## src/rtl/serial_addsub_if.sv

```systemverilog
// Start/busy/done handshake and operand/result bundle for serial_addsub.
// The master side issues operations; the slave side is the arithmetic unit.
interface serial_addsub_if #(
   parameter int unsigned WIDTH = 8
);
   logic             start;
   logic             mode;
   logic [WIDTH-1:0] a;
   logic [WIDTH-1:0] b;
   logic             busy;
   logic             done;
   logic [WIDTH-1:0] result;
   logic             cb;
   logic             ovf;

   modport master (
      output start, mode, a, b,
      input  busy, done, result, cb, ovf
   );

   modport slave (
      input  start, mode, a, b,
      output busy, done, result, cb, ovf
   );
endinterface

```

## src/rtl/serial_addsub.sv

```systemverilog
// Bit-serial add/subtract: one full-add/full-subtract cell, LSB first, one bit per clock.
// Result, carry/borrow-out and signed overflow are registered and held until the next completion.
module serial_addsub #(
   parameter int unsigned WIDTH = 8
) (
   input logic           clk,
   input logic           rst_n,
   serial_addsub_if.slave bus
);
   localparam int unsigned CntW = $clog2(WIDTH) + 1;

   typedef enum logic [1:0] {StIdle, StRun, StDone} state_e;

   state_e           state_q;
   logic [CntW-1:0]  cnt_q;
   logic [WIDTH-1:0] a_sh_q;
   logic [WIDTH-1:0] b_sh_q;
   logic [WIDTH-1:0] work_q;
   logic             mode_q;
   logic             c_q;
   logic             a_msb_q;
   logic             b_msb_q;
   logic             busy_q;
   logic             done_q;
   logic [WIDTH-1:0] result_q;
   logic             cb_q;
   logic             ovf_q;

   logic             ai;
   logic             bi;
   logic             bit_out;
   logic             c_next;
   logic             ovf_next;
   logic [WIDTH-1:0] work_next;

   // Single shared cell: mode picks carry (add) or borrow (subtract) propagation.
   always_comb begin
      ai        = a_sh_q[0];
      bi        = b_sh_q[0];
      bit_out   = ai ^ bi ^ c_q;
      c_next    = mode_q ? ((ai & bi) | (c_q & (ai ^ bi)))
                         : ((~ai & bi) | (~(ai ^ bi) & c_q));
      work_next = {bit_out, work_q[WIDTH-1:1]};
      if (mode_q) begin
         ovf_next = (a_msb_q == b_msb_q) & (bit_out != a_msb_q);
      end else begin
         ovf_next = (a_msb_q != b_msb_q) & (bit_out != a_msb_q);
      end
   end

   always_ff @(posedge clk) begin
      if (!rst_n) begin
         state_q  <= StIdle;
         cnt_q    <= '0;
         a_sh_q   <= '0;
         b_sh_q   <= '0;
         work_q   <= '0;
         mode_q   <= 1'b0;
         c_q      <= 1'b0;
         a_msb_q  <= 1'b0;
         b_msb_q  <= 1'b0;
         busy_q   <= 1'b0;
         done_q   <= 1'b0;
         result_q <= '0;
         cb_q     <= 1'b0;
         ovf_q    <= 1'b0;
      end else begin
         unique case (state_q)
            StIdle: begin
               if (bus.start) begin
                  a_sh_q  <= bus.a;
                  b_sh_q  <= bus.b;
                  mode_q  <= bus.mode;
                  a_msb_q <= bus.a[WIDTH-1];
                  b_msb_q <= bus.b[WIDTH-1];
                  work_q  <= '0;
                  c_q     <= 1'b0;
                  cnt_q   <= '0;
                  busy_q  <= 1'b1;
                  state_q <= StRun;
               end
            end
            StRun: begin
               a_sh_q <= a_sh_q >> 1;
               b_sh_q <= b_sh_q >> 1;
               work_q <= work_next;
               c_q    <= c_next;
               cnt_q  <= cnt_q + CntW'(1);
               if (cnt_q == CntW'(WIDTH - 1)) begin
                  result_q <= work_next;
                  cb_q     <= c_next;
                  ovf_q    <= ovf_next;
                  busy_q   <= 1'b0;
                  done_q   <= 1'b1;
                  state_q  <= StDone;
               end
            end
            StDone: begin
               done_q  <= 1'b0;
               state_q <= StIdle;
            end
            default: begin
               busy_q  <= 1'b0;
               done_q  <= 1'b0;
               state_q <= StIdle;
            end
         endcase
      end
   end

   assign bus.busy   = busy_q;
   assign bus.done   = done_q;
   assign bus.result = result_q;
   assign bus.cb     = cb_q;
   assign bus.ovf    = ovf_q;
endmodule
```

## src/flat_wrapper.sv

```systemverilog
// flat-port wrapper written by rule: the top's interface ports become plain ports
module serial_addsub_flat 
#(
   parameter int unsigned WIDTH = 8
)
  (clk, rst_n, bus_start, bus_mode, bus_a, bus_b, bus_busy, bus_done, bus_result, bus_cb, bus_ovf);
  serial_addsub_if #(.WIDTH(WIDTH)) bus_i ();
  input logic clk;
  input logic rst_n;
  input wire logic [$bits(bus_i.start)-1:0] bus_start;
  input wire logic [$bits(bus_i.mode)-1:0] bus_mode;
  input wire logic [$bits(bus_i.a)-1:0] bus_a;
  input wire logic [$bits(bus_i.b)-1:0] bus_b;
  output wire logic [$bits(bus_i.busy)-1:0] bus_busy;
  output wire logic [$bits(bus_i.done)-1:0] bus_done;
  output wire logic [$bits(bus_i.result)-1:0] bus_result;
  output wire logic [$bits(bus_i.cb)-1:0] bus_cb;
  output wire logic [$bits(bus_i.ovf)-1:0] bus_ovf;
  assign bus_i.start = bus_start;
  assign bus_i.mode = bus_mode;
  assign bus_i.a = bus_a;
  assign bus_i.b = bus_b;
  assign bus_busy = bus_i.busy;
  assign bus_done = bus_i.done;
  assign bus_result = bus_i.result;
  assign bus_cb = bus_i.cb;
  assign bus_ovf = bus_i.ovf;
  serial_addsub #(.WIDTH(WIDTH)) u_core (.clk(clk), .rst_n(rst_n), .bus(bus_i));
endmodule
```

## config.mk

```make
export PLATFORM = sky130hd
export DESIGN_NAME = serial_addsub_flat
export DESIGN_NICKNAME = d
export VERILOG_FILES = /design/src/rtl/serial_addsub_if.sv /design/src/rtl/serial_addsub.sv /design/src/flat_wrapper.sv
export SDC_FILE = /design/constraint.sdc
export NUM_CORES = 1
export LEC_CHECK = 0
export ABC_AREA = 1
export CORE_UTILIZATION = 47
export DETAILED_ROUTE_END_ITERATION = 10
export GPL_TIMING_DRIVEN = 0
export PLACE_DENSITY = 0.78
export SYNTH_ARGS = -nofsm -noshare
export SYNTH_HDL_FRONTEND = slang
export SYNTH_SLANG_ARGS = --single-unit
export TNS_END_PERCENT = 30
```

## constraint.sdc

```tcl
create_clock -name clk -period 1.3 [get_ports clk]
set_clock_uncertainty 0.05 [all_clocks]
set_input_delay 0.26 -clock clk [delete_from_list [all_inputs] [get_ports clk]]
set_output_delay 0.26 -clock clk [all_outputs]
set_load 0.02 [all_outputs]
```

==> flow_summary.ini <==
[drt]
wl_mm = 4.279
viasPerCell = 5.040
via_count = 1744
ant_nets = 0
dr.first_iter.drc_count = 126
drc_errors = 0
first_pass_iters = 4
avgRoutedWirePerCell_um = 12.37

[power_and_ir_drop]
p_leak_nw = 1.065
peakVddDrop_mv = 0.7600
power_density_nw_per_um2 = 1123

[timing]
hold_viol = 0
worst_slack_ps = -117.3
fmax_mhz = 705.6
maxSlewHeadroom_pct = 67.77
min_period_ps = 1417
rsz0062_at_grt = yes
drv_slew = 0
setup_viol = 4
fin_crit_sh_pct = 109.0
max_slew.worst_pin.slew_ps = 483.4

[clock_network]
clockRootBuffer = clkbuf_8
hold_buffers = 0
clkLatencyLatePin_ps = 300
cts.path.max_buffers = 2
cts_inserted_buffers = 5
clk_pin_slew_ps = 90
clock-sinks = 45
cts_tree = done
htree_levels = 2

[floorplan]
rows = 23
fp.dieH_um = 66.47
coreArea_um2 = 4000
io_pins = 32
initial_utilization_pct = 48.83
die-area_um2 = 4418
dieWidth_um = 66.47

[logic_synthesis]
ys_seq_elements = 45
synth_top_area_cell = dfxtp_1
synth_xor_area_share_pct = 0
synth_top_family_by_area = simple AND/OR/NAND/NOR gates
synth_nets = 275
synthAdderAreaFrac_pct = 2.691
synth_area_leaders = dfxtp_1 46%, nand2_1 11%, nor2_1 11%, o21ai_0 4.6%, a21oi_1 3.3%
avgSynthCellArea_um2 = 7.750
ys_seq_area_share_pct = 46.12
yosys.area.top_type_share_pct = 46.12
synth.area.mux_share_pct = 0
ys_types = 27
synthCells = 252
synth_compound_area_share_pct = 14.99
yosysWarnings = 0
syn_area_um2 = 1953
yosys.area_share.simple_pct = 27.67

[place]
hpwl_mm = 2.841
placed_cells = 333
io_buffers = 31
place_ws_ps = -539.8
place_congestion = 0.7321

[cells_and_area]
drive_above_1_share_pct = 20.95
multi_input_area_um2 = 940.9
layout_common_cells = 56 x nand2_1, 52 x nor2_1, 38 x dfxtp_1
syn_to_final_growth_pct = 28.00
diodes = 0
final_nets = 318
seq_area_um2 = 919.6
fin_cells = 346
fillCellCount = 371
final_common_cell = nand2_1

[grt]
grt_max_degree = 16
grtUsageTotal_pct = 21.22
grt_pass1_vias = 1599
grt.overflow.total = 0
grt_pass1_wl_mm = 7.003
antenna_found_initial = 0

[critical_path]
r2r_slack_ps = -120
path_class = register to register
r2r-start = u_core.c_q
cp-start-kind = register
endpoint_kind = register
crit_path_start = u_core.c_q
cp-endpoint = u_core.bus.ovf
reg2reg_depth = 8
cp.required_ps = 1500
rr_endpoint = u_core.bus.ovf
arrival_ps = 1620
path_max_fanout = 3

[run_status]
failed_checks = setup timing
status = finished, violations left

[run]
drv_cap = 0

[hold_path]
hold_depth = 1
min_path_type = register to register
==> worst max-delay path: stages (launching register included) <==
cell     delay (ps)
dfxtp_2         340
inv_2            50
fa_2            570
inv_2            50
nor2_2           70
nand3_1          70
nand2_1          60
nor2_1           30
nor2_1           70
==> what timing repair did <==
item / CTS / global route
cloned: 0 / 1
setup endpoints to repair: 51 / 37
pin swaps: 2 / 1
buffers inserted: 2 / 2
gates resized for setup: 24 / 37
==> metrics by stage <==
stage	util [%]	total power, mW	hold slack [ps]	instance area, um2	setup TNS [ps]
after floorplan	-	1.783	345.7	1954	-85.34
after global placement	58.18	1.913	403.4	2327	-16890
after detailed placement	58.18	1.919	411.8	2327	-17310
after CTS	60.74	2.797	412.0	2430	-627.0
after global routing	62.50	2.962	432.8	2500	-567.5
final	62.50	2.809	422.3	2500	-305.1
==> Yosys cell counts <==
cell type	count
a21boi_0	1
a21oi_1	13
a21oi_2	1
a22oi_1	8
buf_4	1
buf_6	4
buf_8	3
clkbuf_1	3
clkinv_1	1
dfxtp_1	45
fa_1	2
ha_1	1
inv_1	10
inv_2	1
inv_4	2
nand2_1	57
nand2_2	6
nand2_4	1
nand3_1	4
nand3_2	1
nand4_1	1
nor2_1	55
nor2_8	1
nor3b_1	2
o21ai_0	18
o21ai_1	9
o21ai_4	1
==> metal layers <==
layer	global-route usage [%]	vias to the layer above	routed length, um
li1	-	896	-
met1	26.67	802	1976
met2	34.31	39	2041
met3	5.822	7	204
met4	8.245	0	55
met5	0	-	0
==> report_power, final <==
part           switching, mW  total [mW]  internal (mW)  leakage [nW]
logic                  0.236       0.442          0.206         0.649
registers             0.0471        1.49           1.44         0.372
clock network          0.498       0.879          0.382        0.0445
==> area by class of cell <==
| cell class | count | share of cell area (%) |
|---|---|---|
| plain buffers | 11 | 4.505 |
| clock buffers | 5 | 2.753 |
| clock inverters | 3 | 0.8509 |
| inverters | 14 | 2.352 |
| multi-input cells | 182 | 37.64 |
| flip-flops and latches | 45 | 36.79 |
| well taps | 50 | 2.503 |
| repair buffers | 36 | 12.61 |
==> cell families after synthesis <==
family | count (synthesis)
buffers and inverters | 25
DFF | 45
adders and majority gates | 3
and+or+nand+nor | 128
AOI/OAI and AO/OA | 51
==> flip-flops by register name, summed over array words and instances (netlist names), 2 cells and up <==
name and count:
u_core.a_sh_q 8, u_core.b_sh_q 8, u_core.bus.result 8, u_core.work_q 7, u_core.cnt_q 4, u_core.state_q 2
==> worst min path at each step <==
stage | startpoint | endpoint | slack, ps
after floorplan | rst_n | u_core.bus.result[2] | 350
after global placement | u_core.a_sh_q[7] | u_core.a_sh_q[7] | 400
after detailed placement | u_core.bus.done | u_core.bus.done | 410
after CTS | u_core.cnt_q[0] | u_core.cnt_q[0] | 410
after global routing | u_core.cnt_q[0] | u_core.cnt_q[0] | 430
final | u_core.cnt_q[0] | u_core.cnt_q[0] | 420
Power figures use the tool's default switching activity.
